**src/rtl/sram_copy_if.sv**
```systemverilog
// ---------------------------------------------------------------------------
// sram_copy_if
// Bundles the request/status signals and the SRAM port of the copy engine.
//   master : the copy engine (consumes requests and read data, drives status
//            and the SRAM write/address port)
//   slave  : the environment (requester plus SRAM)
// Signals:
//   start, mode, src_addr, dst_addr, len, fill_byte, abort  -- request side
//   busy, done, bytes_done                                 -- status
//   sram_w_en, sram_w_mask, sram_address, sram_write_data  -- SRAM command
//   sram_read_data                                         -- SRAM read data
// ---------------------------------------------------------------------------
interface sram_copy_if;
  logic         start;
  logic         mode;
  logic [15:0]  src_addr;
  logic [15:0]  dst_addr;
  logic [15:0]  len;
  logic [7:0]   fill_byte;
  logic         abort;
  logic         busy;
  logic         done;
  logic [15:0]  bytes_done;
  logic         sram_w_en;
  logic [15:0]  sram_w_mask;
  logic [15:0]  sram_address;
  logic [511:0] sram_write_data;
  logic [511:0] sram_read_data;

  modport master (
    input  start, mode, src_addr, dst_addr, len, fill_byte, abort, sram_read_data,
    output busy, done, bytes_done, sram_w_en, sram_w_mask, sram_address, sram_write_data
  );

  modport slave (
    output start, mode, src_addr, dst_addr, len, fill_byte, abort, sram_read_data,
    input  busy, done, bytes_done, sram_w_en, sram_w_mask, sram_address, sram_write_data
  );
endinterface

```
**src/rtl/sram_copy_engine.sv**
```systemverilog
// ---------------------------------------------------------------------------
// sram_copy_engine
// Copies (mode 0) or fills (mode 1) a byte range of a 16-byte-line SRAM.
// Copy alternates READ (capture one source line) and WRITE (store it at the
// destination); fill issues back-to-back WRITEs of the replicated fill byte.
// The last line is trimmed with a per-byte write mask.
// Ports:
//   clk    -- single clock, rising edge
//   rst_n  -- asynchronous active-low reset
//   bus    -- sram_copy_if.master: request, status and SRAM port
// ---------------------------------------------------------------------------
module sram_copy_engine (
  input  logic        clk,
  input  logic        rst_n,
  sram_copy_if.master bus
);
  typedef enum logic [1:0] {ST_IDLE, ST_READ, ST_WRITE, ST_DONE} state_e;

  state_e       state_q, state_d;
  logic [15:0]  src_ptr_q, src_ptr_d;
  logic [15:0]  dst_ptr_q, dst_ptr_d;
  logic [15:0]  remaining_q, remaining_d;
  logic [15:0]  bytes_done_q, bytes_done_d;
  logic         mode_q, mode_d;
  logic [7:0]   fill_q, fill_d;
  logic [127:0] line_q, line_d;

  logic [15:0]  chunk;
  logic [15:0]  line_mask;
  logic [127:0] fill_line;

  logic         busy_o, done_o, w_en_o;
  logic [15:0]  mask_o, addr_o;
  logic [127:0] wdata_o;
  logic         unused_read_hi;

  // Only the low 16 bytes of the read bus belong to a line.
  assign unused_read_hi = ^bus.sram_read_data[511:128];

  assign chunk = (remaining_q >= 16'd16) ? 16'd16 : remaining_q;

  // Byte lane gi is written while more than gi bytes remain; this yields
  // 16'hFFFF for full lines and (1<<remaining)-1 for the tail line.
  generate
    for (genvar gi = 0; gi < 16; gi++) begin : g_lane
      assign line_mask[gi]         = (remaining_q > 16'(gi));
      assign fill_line[8*gi +: 8]  = fill_q;
    end
  endgenerate

  always_ff @(posedge clk or negedge rst_n) begin
    if (!rst_n) begin
      state_q      <= ST_IDLE;
      src_ptr_q    <= '0;
      dst_ptr_q    <= '0;
      remaining_q  <= '0;
      bytes_done_q <= '0;
      mode_q       <= 1'b0;
      fill_q       <= '0;
      line_q       <= '0;
    end else begin
      state_q      <= state_d;
      src_ptr_q    <= src_ptr_d;
      dst_ptr_q    <= dst_ptr_d;
      remaining_q  <= remaining_d;
      bytes_done_q <= bytes_done_d;
      mode_q       <= mode_d;
      fill_q       <= fill_d;
      line_q       <= line_d;
    end
  end

  always_comb begin
    state_d      = state_q;
    src_ptr_d    = src_ptr_q;
    dst_ptr_d    = dst_ptr_q;
    remaining_d  = remaining_q;
    bytes_done_d = bytes_done_q;
    mode_d       = mode_q;
    fill_d       = fill_q;
    line_d       = line_q;
    busy_o       = 1'b0;
    done_o       = 1'b0;
    w_en_o       = 1'b0;
    mask_o       = '0;
    addr_o       = '0;
    wdata_o      = '0;

    unique case (state_q)
      ST_IDLE: begin
        if (bus.start) begin
          src_ptr_d    = bus.src_addr;
          dst_ptr_d    = bus.dst_addr;
          remaining_d  = bus.len;
          mode_d       = bus.mode;
          fill_d       = bus.fill_byte;
          bytes_done_d = '0;
          if (bus.len == 16'd0)  state_d = ST_DONE;
          else if (bus.mode)     state_d = ST_WRITE;
          else                   state_d = ST_READ;
        end
      end

      ST_READ: begin
        busy_o = 1'b1;
        addr_o = src_ptr_q;
        if (bus.abort) begin
          state_d = ST_IDLE;
        end else begin
          line_d  = bus.sram_read_data[127:0];
          state_d = ST_WRITE;
        end
      end

      ST_WRITE: begin
        busy_o  = 1'b1;
        addr_o  = dst_ptr_q;
        mask_o  = line_mask;
        wdata_o = mode_q ? fill_line : line_q;
        // Abort must suppress the write in the very cycle it is seen.
        w_en_o  = !bus.abort;
        if (bus.abort) begin
          state_d = ST_IDLE;
        end else begin
          remaining_d  = remaining_q - chunk;
          bytes_done_d = bytes_done_q + chunk;
          src_ptr_d    = src_ptr_q + 16'd16;
          dst_ptr_d    = dst_ptr_q + 16'd16;
          if (remaining_q == chunk) state_d = ST_DONE;
          else if (mode_q)          state_d = ST_WRITE;
          else                      state_d = ST_READ;
        end
      end

      ST_DONE: begin
        done_o  = 1'b1;
        state_d = ST_IDLE;
      end

      default: state_d = ST_IDLE;
    endcase
  end

  assign bus.busy            = busy_o;
  assign bus.done            = done_o;
  assign bus.bytes_done      = bytes_done_q;
  assign bus.sram_w_en       = w_en_o;
  assign bus.sram_w_mask     = mask_o;
  assign bus.sram_address    = addr_o;
  assign bus.sram_write_data = {384'd0, wdata_o};
endmodule

```
**src/flat_wrapper.sv**
```systemverilog
// flat-port wrapper written by rule: the top's interface ports become plain ports
module sram_copy_engine_flat 
  (clk, rst_n, bus_start, bus_mode, bus_src_addr, bus_dst_addr, bus_len, bus_fill_byte, bus_abort, bus_sram_read_data, bus_busy, bus_done, bus_bytes_done, bus_sram_w_en, bus_sram_w_mask, bus_sram_address, bus_sram_write_data);
  sram_copy_if bus_i ();
  input  logic clk;
  input  logic rst_n;
  input wire logic [$bits(bus_i.start)-1:0] bus_start;
  input wire logic [$bits(bus_i.mode)-1:0] bus_mode;
  input wire logic [$bits(bus_i.src_addr)-1:0] bus_src_addr;
  input wire logic [$bits(bus_i.dst_addr)-1:0] bus_dst_addr;
  input wire logic [$bits(bus_i.len)-1:0] bus_len;
  input wire logic [$bits(bus_i.fill_byte)-1:0] bus_fill_byte;
  input wire logic [$bits(bus_i.abort)-1:0] bus_abort;
  input wire logic [$bits(bus_i.sram_read_data)-1:0] bus_sram_read_data;
  output wire logic [$bits(bus_i.busy)-1:0] bus_busy;
  output wire logic [$bits(bus_i.done)-1:0] bus_done;
  output wire logic [$bits(bus_i.bytes_done)-1:0] bus_bytes_done;
  output wire logic [$bits(bus_i.sram_w_en)-1:0] bus_sram_w_en;
  output wire logic [$bits(bus_i.sram_w_mask)-1:0] bus_sram_w_mask;
  output wire logic [$bits(bus_i.sram_address)-1:0] bus_sram_address;
  output wire logic [$bits(bus_i.sram_write_data)-1:0] bus_sram_write_data;
  assign bus_i.start = bus_start;
  assign bus_i.mode = bus_mode;
  assign bus_i.src_addr = bus_src_addr;
  assign bus_i.dst_addr = bus_dst_addr;
  assign bus_i.len = bus_len;
  assign bus_i.fill_byte = bus_fill_byte;
  assign bus_i.abort = bus_abort;
  assign bus_i.sram_read_data = bus_sram_read_data;
  assign bus_busy = bus_i.busy;
  assign bus_done = bus_i.done;
  assign bus_bytes_done = bus_i.bytes_done;
  assign bus_sram_w_en = bus_i.sram_w_en;
  assign bus_sram_w_mask = bus_i.sram_w_mask;
  assign bus_sram_address = bus_i.sram_address;
  assign bus_sram_write_data = bus_i.sram_write_data;
  sram_copy_engine u_core (.clk(clk), .rst_n(rst_n), .bus(bus_i));
endmodule
```
**config.mk**
```make
export PLATFORM = sky130hd
export DESIGN_NAME = sram_copy_engine_flat
export DESIGN_NICKNAME = d
export VERILOG_FILES = /design/src/rtl/sram_copy_if.sv /design/src/rtl/sram_copy_engine.sv /design/src/flat_wrapper.sv
export SDC_FILE = /design/constraint.sdc
export NUM_CORES = 1
export LEC_CHECK = 0
export CAP_MARGIN = 40
export CORE_AREA = 2 2 440 442
export CTS_BUF_LIST = sky130_fd_sc_hd__clkbuf_4
export CTS_CLUSTER_SIZE = 12
export DETAILED_ROUTE_END_ITERATION = 10
export DIE_AREA = 0 0 442 444
export GPL_TIMING_DRIVEN = 0
export MAX_ROUTING_LAYER = met4
export PLACE_DENSITY = 0.31
export SLEW_MARGIN = 20
export SYNTH_ARGS = -nofsm -noshare
export SYNTH_HDL_FRONTEND = slang
export SYNTH_SLANG_ARGS = --single-unit
```
**constraint.sdc**
```tcl
create_clock -name clk -period 3.93 [get_ports clk]
set_input_delay 0.393 -clock clk [delete_from_list [all_inputs] [get_ports clk]]
set_output_delay 0.393 -clock clk [all_outputs]
set_load 0.01 [all_outputs]
```
==> results of run 1 <==
-- sequential cells by signal, indices dropped and copies added (netlist names) --
name	count
u_core.state_q	2
u_core.fill_q	8
u_core.mode_q	1
u_core.dst_ptr_q	16
u_core.remaining_q	16
u_core.line_q	128
u_core.src_ptr_q	16
u_core.bus.bytes_done	16
-- path summary, 6_finish.rpt --
check | startpoint | to | slack (ns) | depth (start not counted)
hold reg to reg | u_core.dst_ptr_q[15] | u_core.dst_ptr_q[15] | 0.50 | 1
min in group asynchronous | rst_n | u_core.state_q[0] | 0.62 | 4
setup / recovery | u_core.remaining_q[3] | bus_sram_w_mask[9] | 0.24 | 4
setup reg to reg | u_core.remaining_q[13] | u_core.bus.bytes_done[13] | 0.30 | 14
hold / removal | bus_sram_read_data[26] | u_core.line_q[26] | 0.15 | 2
max in group asynchronous | rst_n | u_core.remaining_q[9] | 2.83 | 4
-- synth_stat cells (6+ instances only) --
| master | instances |
|---|---|
| nand4_1 | 6 |
| xnor2_1 | 6 |
| a21boi_0 | 140 |
| nand3_1 | 28 |
| a22oi_1 | 16 |
| nor2_1 | 31 |
| mux2_2 | 138 |
| nor3_1 | 7 |
| mux2i_1 | 12 |
| and3_1 | 10 |
| o22ai_1 | 21 |
| o21ai_0 | 55 |
| a31oi_1 | 9 |
| a21oi_1 | 34 |
| clkbuf_1 | 69 |
| nand2_1 | 190 |
| nor2b_1 | 24 |
| buf_2 | 17 |
| buf_4 | 384 |
| dfrtp_1 | 203 |
| ha_1 | 22 |
| a211oi_1 | 7 |
| a22o_1 | 12 |
| inv_1 | 16 |
-- final cells by class --
| type | instances | area (sq um) | share of cell area |
|---|---|---|---|
| antenna | 22 | 55.1 | 0.00214 |
| buffer | 473 | 3420 | 0.133 |
| clock buffer | 92 | 691 | 0.0269 |
| clock inverter | 25 | 116 | 0.00453 |
| inverter | 17 | 66.3 | 0.00258 |
| multi-input combinational | 1244 | 7520 | 0.293 |
| sequential | 203 | 5080 | 0.198 |
| tap | 2526 | 3160 | 0.123 |
| timing repair buffer | 547 | 5560 | 0.217 |
-- cell families (layout without fill, tap and decap cells) --
logic type      after synthesis  after routing
other cells                   2            417
fa+ha+maj                    23             23
buf+inv                     492           1154
simple gates                332            332
compound gates              333            333
mux                         150            150
flops                       203            203
xor+xnor                     11             11
-- power by group through the flow --
stage	Sequential, mW	Clock, mW	Combinational, mW
CTS	3.96	2.53	9.55
global route	4.11	2.64	10.1
floorplan	3.68	0	4.55
finish	3.95	2.35	9.18
global placement	3.97	0	8.95
detailed placement	3.95	0	9.30
-- metal layers --
layer  up-vias  GRT usage  wire length, microns
met1      6270     0.0807                 29000
met5         -          -                     0
met2       640      0.150                 42500
met3       126     0.0345                  8080
met4         0     0.0318                  2640
li1       6621          -                     -
-- cells in the final DEF, fill, tap and decap left out, types with 68 or more instances in the layout --
cell             Yosys  final
dlygate4sd2_1        0     68
clkbuf_4             0    102
dfrtp_1            203    202
buf_4              384    389
mux2_2             138    138
a21boi_0           140    121
conb_1               2    395
nand2_1            190    182
dlygate4sd3_1        0    150
clkdlybuf4s50_1      0    279
-- what timing repair did --
action                                  CTS  global route
hold endpoints to repair                352             0
pin swaps                                 3             0
hold buffers                            151             0
setup buffers                             4             0
endpoints found under the setup margin  165            24
resized for setup                       177            23
==> results.py, run 1 <==
metrics = {
    "routing": {
        "vias": 13700,
        "routed_wirelength_microns": 82300,
        "drt_iter0_drc": 501,
        "antenna_left": 0,
        "drtPass1Iterations": 5,
        "avgRoutedWirePerCell_microns": 16.0,
        "drc_errors": 0,
        "viasPerCell": 2.65,
    },
    "die": {
        "die_y_microns": 444,
        "die_area_sq_um": 196000,
        "core_sq_um": 192000,
        "start_util": 0.0748,
        "die_w_microns": 442,
        "ios": 1136,
        "placementRows": 161,
    },
    "finish": {
        "fin_nets": 3153,
        "area_growth_pct": 79.2,
        "utilization": 0.134,
        "fin_area_sq_um": 25700,
        "fillers": 22000,
        "fin_cells": 5149,
        "drive_above_1_share": 0.285,
    },
    "timing": {
        "fmax_mhz": 271,
        "relSlewSlack": 0.417,
        "fin_ws_ns": 0.240,
        "period_needed_ns": 3.69,
        "slew_viol_final": 0,
        "fin_tns_setup_ns": 0,
        "hold_violations": 0,
        "finClkSkew_ns": 0.0961,
        "worst_pin_slew_ns": 0.875,
        "rsz0062_at_grt": "false",
        "setup-violations-final": 0,
        "post-route-period-util": 0.939,
        "hold-worst-slack_ns": 0.152,
    },
    "setup_path": {
        "path_delay_family": "buffers and inverters",
        "critical_path_arrival_ns": 3.30,
        "crit_buf_inv": 2,
        "critPathKind": "reg -> out",
        "worstSetupStartpointType": "flop",
        "path_max_fanout": 10,
        "crit_required_ns": 3.54,
        "worst_setup_path_end_kind": "primary output",
        "crit_slowest_cell": "clkbuf_1",
        "cp_slowest_stage_delay_ns": 0.71,
        "critical_path.cell_chain": "clkbuf_1 > o21ai_0 > a21boi_0 > clkdlybuf4s50_1",
    },
    "logic_synthesis": {
        "ys_seq_area_frac": 0.355,
        "synth-seq-cells": 203,
        "avgSynthCellArea_sq_um": 9.27,
        "post-synth-top-area-cell": "dfrtp_1",
        "synth_cells": 1546,
        "synth-simple-area-share": 0.108,
        "synth_top_family_by_area": "buffers and inverters",
        "yosysWarnings": 0,
        "yosys.area_share.adder": 0.0206,
        "synth-xor-area-share": 0.00672,
        "synth_compound_area_frac": 0.162,
        "yosys.cell_types.count": 71,
        "synth.area.top_cells": "dfrtp_1 35%, buf_4 20%, mux2_2 11%, a21boi_0 7.3%, nand2_1 5.0%",
        "synth.area.mux_share": 0.117,
        "synth-edff-count": 0,
        "syn-cell-area_sq_um": 14300,
        "yosys.area.top_type_share": 0.355,
        "synth_ff_type": "dfrtp_1",
        "synthArstFlopShare": 1.00,
    },
    "power_and_ir_drop": {
        "leakage_nw": 11.6,
        "seqPwrFrac": 0.255,
        "p_int_mw": 8.24,
        "power_frac_comb": 0.593,
        "power_density_nw_per_um2": 603,
        "power_switching_mw": 7.23,
        "clkPwrFrac": 0.152,
        "p_sw_frac": 0.467,
        "total_power_mw": 15.5,
        "peakVddDrop_mv": 0.250,
    },
    "place": {
        "dp_cells": 4857,
        "io_buffers": 367,
        "dpl_worst_slack_ns": -0.348,
        "place.gp.congestion": 0.742,
        "dp_hpwl_microns": 67300,
        "dpl-instance-area_sq_um": 23000,
    },
    "clock_network": {
        "clk_pin_slew_ns": 0.06,
        "clock_latency_ns": 0.96,
        "cts_tree": "yes",
        "numCtsBuffers": 71,
        "htreeDepth": 3,
        "cts_sinks": 203,
        "clock-root-buffer": "clkbuf_4",
        "clockBufferDepth": 3,
    },
    "global_routing": {
        "grt_pass1_wl_microns": 112000,
        "grt_max_degree": 73,
        "grt_pass1_vias": 14200,
        "grt_util_all_layers": 0.0840,
        "gr-total-overflow": 0,
        "antenna_found_initial": 30,
    },
    "run_status": {
        "outcome": "finished clean",
    },
    "run": {
        "cap_violations": 0,
    },
    "hold_path": {
        "hold_class": "in -> reg",
    },
}
Note: power is estimated with default switching activity, not from simulation.
==> run 2, diff against run 1 <==
SKIP_LAST_GASP = 1   (was default)
==> run 2 against run 1 <==
Against the previous run:
- register-to-register slack worse by 0.11 ns
- global-route usage stayed put
- core utilization about the same
- sequential share of layout area about the same
- highest routed layer unchanged
==> results.py, run 2 (synthesis gave the netlist of run 1 again) <==
metrics = {
    "setup_path": {
        "crit_slowest_cell": "dfrtp_1",
        "path_max_fanout": 10,
        "crit_required_ns": 4.78,
        "critPathKind": "reg -> reg",
        "worstSetupStartpointType": "flop",
        "startpoint": "u_core.remaining_q[13]",
        "critical_path.cell_chain": "nor4_4 > nand3_2 > nor3_4 > buf_4 > clkbuf_4 > nand2_1 > inv_1 > ha_1 > a211oi_1 > o21bai_1 > o21ai_1 > o21ai_0 > a32o_1 > a22o_1",
        "critical_path_arrival_ns": 4.59,
        "path_delay_family": "compound AO/OA/AOI/OAI gates",
        "r2r_cells": 14,
        "critical_path_depth": 14,
        "crit_buf_inv": 3,
        "worst_setup_path_end_kind": "flop",
        "cp_slowest_stage_delay_ns": 0.45,
        "crit_path_end": "u_core.bus.bytes_done[13]",
        "reg2reg_slack_ns": 0.19,
        "r2r-start": "u_core.remaining_q[13]",
        "reg2reg_to": "u_core.bus.bytes_done[13]",
    },
    "die": {
        "placementRows": 161,
        "die_y_microns": 444,
        "ios": 1136,
        "core_sq_um": 192000,
        "die_w_microns": 442,
        "die_area_sq_um": 196000,
        "start_util": 0.0748,
    },
    "routing": {
        "vias": 13600,
        "drc_errors": 0,
        "viasPerCell": 2.65,
        "drtPass1Iterations": 5,
        "routed_wirelength_microns": 82200,
        "antenna_left": 0,
        "drt_iter0_drc": 499,
        "avgRoutedWirePerCell_microns": 16.0,
    },
    "power_and_ir_drop": {
        "leakage_nw": 11.6,
        "peakVddDrop_mv": 0.250,
        "total_power_mw": 15.5,
        "power_density_nw_per_um2": 602,
    },
    "clock_network": {
        "clk_pin_slew_ns": 0.07,
        "clockBufferDepth": 3,
        "clock-root-buffer": "clkbuf_4",
        "htreeDepth": 3,
        "cts_tree": "yes",
        "numCtsBuffers": 71,
        "cts_sinks": 203,
        "clock_latency_ns": 0.96,
    },
    "finish": {
        "final_common_cell": "conb_1",
        "fin_nets": 3153,
        "top_register": "u_core.line_q",
        "fillers": 22000,
        "drive_above_1_share": 0.285,
        "fin_cells": 5149,
        "area_growth_pct": 79.2,
        "largest_reg_flops": 128,
        "final_cell_mix": "395 x conb_1, 389 x buf_4, 279 x clkdlybuf4s50_1, 202 x dfrtp_1, 182 x nand2_1",
    },
    "place": {
        "dp_hpwl_microns": 67300,
        "place.gp.congestion": 0.742,
        "dp_cells": 4857,
        "io_buffers": 367,
    },
    "timing": {
        "rsz0062_at_grt": "true",
        "relSlewSlack": 0.417,
        "slew_viol_final": 0,
        "finClkSkew_ns": 0.0959,
        "post-route-period-util": 0.951,
        "setup-violations-final": 0,
        "hold_violations": 0,
        "worst_pin_slew_ns": 0.875,
        "fmax_mhz": 268,
        "period_needed_ns": 3.74,
    },
    "global_routing": {
        "met3_usage": 0.0345,
        "grt_pass1_vias": 14200,
        "busiest_layer": "met2",
        "grt_util_all_layers": 0.0840,
        "gr-total-overflow": 0,
        "grt_max_degree": 73,
        "grt_pass1_wl_microns": 112000,
        "antenna_found_initial": 30,
        "use_met2": 0.150,
        "use_met1": 0.0807,
    },
    "run": {
        "cap_violations": 0,
    },
    "run_status": {
        "outcome": "finished clean",
    },
    "hold_path": {
        "hold_class": "in -> reg",
        "min_delay_path_depth": 2,
        "min_from": "bus_sram_read_data[26]",
    },
}
-- run 2: changes by cell type in the layout (fill, tap and decap cells not counted), sizes merged --
cell	delta
dlygate4sd2	-2
dlymetal6s2s	+2
-- run 2: area by class of cell --
| class | instances | area (sq um) | area share |
|---|---|---|---|
| multi-input combinational | 1244 | 7510 | 0.293 |
| timing repair buffer | 547 | 5570 | 0.217 |
| sequential | 203 | 5080 | 0.198 |
| buffer | 473 | 3420 | 0.133 |
| tap | 2526 | 3160 | 0.123 |
| clock buffer | 92 | 691 | 0.0269 |
| clock inverter | 25 | 116 | 0.00453 |
| inverter | 17 | 66.3 | 0.00258 |
| antenna | 22 | 55.1 | 0.00214 |
-- run 2: where the power goes --
group | switching, mW | total, mW | internal (mW)
Sequential | 0.820 | 3.94 | 3.12
Combinational | 5.14 | 9.18 | 4.03
Clock | 1.26 | 2.35 | 1.09
-- run 2: what timing repair did --
action,CTS,global route
setup endpoints to repair,165,26
gates cloned,0,0
buffers inserted,4,0
gates resized for setup,174,24
hold endpoints to repair,352,0
pin swaps,3,0
hold buffers,151,0
-- run 2: worst min-delay path by stage --
| stage | slack [ns] | endpoint |
|---|---|---|
| global route | 0.06 | u_core.remaining_q[0] |
| detailed placement | 0.44 | u_core.line_q[61] |
| finish | 0.15 | u_core.line_q[26] |
| global placement | 0.48 | u_core.dst_ptr_q[15] |
| CTS | 0.0006 | u_core.line_q[29] |
| floorplan | 0.1 | u_core.bus.bytes_done[0] |
-- run 2: layer usage --
layer,vias to the layer above,share of wire
met5,-,0
met3,126,0.098
met2,640,0.52
li1,6619,-
met4,0,0.032
met1,6257,0.35
-- run 2: per-stage QoR --
step	util	setup WS, ns	TNS [ns]	hold slack [ns]	area, sq um
global route	0.134	-0.0511	-0.0511	0.0593	25700
detailed placement	0.120	-0.348	-0.841	0.444	23000
floorplan	-	0.810	0	0.0974	15800
global placement	0.118	-8.93	-1822.48	0.476	22600
finish	0.134	0.192	0	0.152	25700
CTS	0.133	-0.0850	-0.0873	0.000642	25600
==> run 3, diff against run 2 <==
==> constraint.sdc (replaced) <==
create_clock -name clk -period 3.93 [get_ports clk]
set_input_delay 0.786 -clock clk [delete_from_list [all_inputs] [get_ports clk]]
set_output_delay 0.786 -clock clk [all_outputs]
set_load 0.01 [all_outputs]
==> run 3 against run 2 <==
Against the previous run:
- sequential power is essentially flat
- sequential share of layout area grew 1.1 points
- core utilization shrank 0.71 points
- count of clock-buffer cells in the layout is the same
- hold slack gained 0.29 ns
- largest power group unchanged
- flip-flop and latch count is the same
- critical path type is now reg -> out
- clock skew is essentially flat
==> results.py, run 3 (synthesis gave the netlist of run 1 again) <==
metrics = {
    "global_routing": {
        "gr-total-overflow": 0,
        "grt_util_all_layers": 0.0842,
        "grt_pass1_wl_microns": 111000,
        "grt_pass1_vias": 13500,
        "antenna_found_initial": 34,
        "grt_max_degree": 73,
    },
    "setup_path": {
        "path_max_fanout": 6,
        "path_delay_family": "simple AND/OR/NAND/NOR gates",
        "crit_slowest_cell": "clkdlybuf4s50_1",
        "critPathKind": "reg -> out",
        "critical_path.cell_chain": "nor4_4 > nand3_2 > nor3_4 > inv_4 > nor2_4 > a21boi_2 > clkdlybuf4s50_1",
        "worst_setup_path_end_kind": "primary output",
        "r2r-start": "u_core.remaining_q[8]",
        "crit_required_ns": 3.14,
        "startpoint": "u_core.remaining_q[8]",
        "critical_path_arrival_ns": 3.04,
        "crit_buf_inv": 2,
        "cp_slowest_stage_delay_ns": 0.48,
        "worstSetupStartpointType": "flop",
    },
    "finish": {
        "drive_above_1_share": 0.341,
        "area_growth_pct": 69.7,
        "fillers": 22100,
        "fin_nets": 3014,
        "largest_reg_flops": 128,
        "fin_cells": 5016,
        "final_cell_mix": "403 x buf_4, 395 x conb_1, 208 x clkdlybuf4s50_1, 197 x dfrtp_1, 182 x nand2_1",
        "multi_input_area_sq_um": 7640,
        "fin_area_sq_um": 24300,
        "final_common_cell": "buf_4",
        "top_register": "u_core.line_q",
        "ff_latch_area_sq_um": 5090,
    },
    "timing": {
        "setup-violations-final": 0,
        "rsz0062_at_grt": "true",
        "relSlewSlack": 0.528,
        "hold_violations": 0,
        "worst_pin_slew_ns": 0.704,
        "fin_tns_setup_ns": 0,
        "fmax_mhz": 262,
        "post-route-period-util": 0.973,
        "period_needed_ns": 3.82,
        "slew_viol_final": 0,
        "finClkSkew_ns": 0.0955,
    },
    "routing": {
        "avgRoutedWirePerCell_microns": 16.5,
        "vias": 13200,
        "drtPass1Iterations": 5,
        "drt_iter0_drc": 528,
        "antenna_left": 0,
        "drc_errors": 0,
        "routed_wirelength_microns": 82600,
        "viasPerCell": 2.63,
    },
    "clock_network": {
        "cts_sinks": 203,
        "clock_latency_ns": 0.96,
        "cts_tree": "yes",
        "htreeDepth": 3,
        "numCtsBuffers": 71,
        "clk_pin_slew_ns": 0.07,
        "clock-root-buffer": "clkbuf_4",
        "clockBufferDepth": 3,
    },
    "hold_path": {
        "min_from": "bus_sram_read_data[23]",
        "hold_class": "in -> reg",
    },
    "run_status": {
        "outcome": "finished clean",
    },
    "place": {
        "dp_cells": 4857,
        "dp_hpwl_microns": 67300,
        "io_buffers": 367,
        "place.gp.congestion": 0.742,
        "dpl-instance-area_sq_um": 23000,
    },
    "die": {
        "die_w_microns": 442,
        "die_area_sq_um": 196000,
        "die_y_microns": 444,
        "placementRows": 161,
        "ios": 1136,
        "start_util": 0.0748,
        "core_sq_um": 192000,
    },
    "power_and_ir_drop": {
        "power_switching_mw": 7.28,
        "total_power_mw": 15.4,
        "seqPwrFrac": 0.257,
        "peakVddDrop_mv": 0.238,
        "leakage_nw": 11.0,
        "p_sw_frac": 0.472,
        "power_density_nw_per_um2": 635,
        "power_frac_comb": 0.591,
        "clkPwrFrac": 0.152,
        "p_int_mw": 8.15,
    },
    "run": {
        "cap_violations": 0,
    },
}
[run 3: final cells by class]
cell class	count	share of cell area
antenna	28	0.00288
inverter	17	0.00273
sequential	203	0.209
timing repair buffer	409	0.162
clock inverter	25	0.00478
multi-input combinational	1244	0.314
buffer	472	0.146
tap	2526	0.130
clock buffer	92	0.0284
[run 3: routing by layer]
| metal | vias to the layer above | part of all wire | GRT usage |
|---|---|---|---|
| met5 | - | 0 | - |
| met4 | 0 | 0.031 | 0.0321 |
| met3 | 121 | 0.11 | 0.0383 |
| met2 | 651 | 0.52 | 0.149 |
| met1 | 6064 | 0.34 | 0.0792 |
| li1 | 6358 | - | - |
[run 3: worst paths after layout]
check	slack (ns)	end	cells after the start
setup / recovery	0.11	bus_sram_w_mask[5]	7
hold / removal	0.44	u_core.line_q[23]	2
setup reg to reg	0.31	u_core.bus.bytes_done[12]	13
hold reg to reg	0.50	u_core.dst_ptr_q[15]	1
max in group asynchronous	2.55	u_core.src_ptr_q[12]	3
min in group asynchronous	0.45	u_core.state_q[0]	2
[run 3: what timing repair did]
item,4_1_cts,5_1_grt
hold buffers,1,0
setup endpoints to repair,166,47
gates resized for setup,471,73
endpoints found under the hold margin,64,0
buffers inserted,14,2
pin swaps,4,3
[run 3: per-stage QoR]
step | hold WS [ns] | util | setup WS [ns]
2_1_floorplan | 0.451 | - | 0.810
3_3_place_gp | 0.476 | 0.118 | -9.33
3_5_place_dp | 0.483 | 0.120 | -0.393
4_1_cts | 0.242 | 0.127 | -0.155
5_1_grt | 0.316 | 0.127 | -0.126
6_report | 0.439 | 0.127 | 0.107
[run 3: worst reg2reg max path, stage by stage, from the launching register on]
cell and delay, ns:
dfrtp_2 0.46, nor4_4 0.37, nand3_2 0.16, nor3_4 0.22, inv_4 0.13, buf_4 0.20
buf_4 0.19, ha_1 0.35, and2_1 0.18, a221oi_1 0.38, nand2_1 0.21, a211oi_1 0.28
mux2_2 0.36, nand3_1 0.07
[run 3: power by group through the flow]
stage / Sequential [mW] / Combinational [mW] / Clock (mW)
floorplan: 3.68 / 4.55 / 0
global placement: 3.97 / 8.95 / 0
detailed placement: 3.95 / 9.30 / 0
CTS: 3.97 / 9.52 / 2.53
global route: 4.12 / 10.1 / 2.64
finish: 3.96 / 9.12 / 2.35
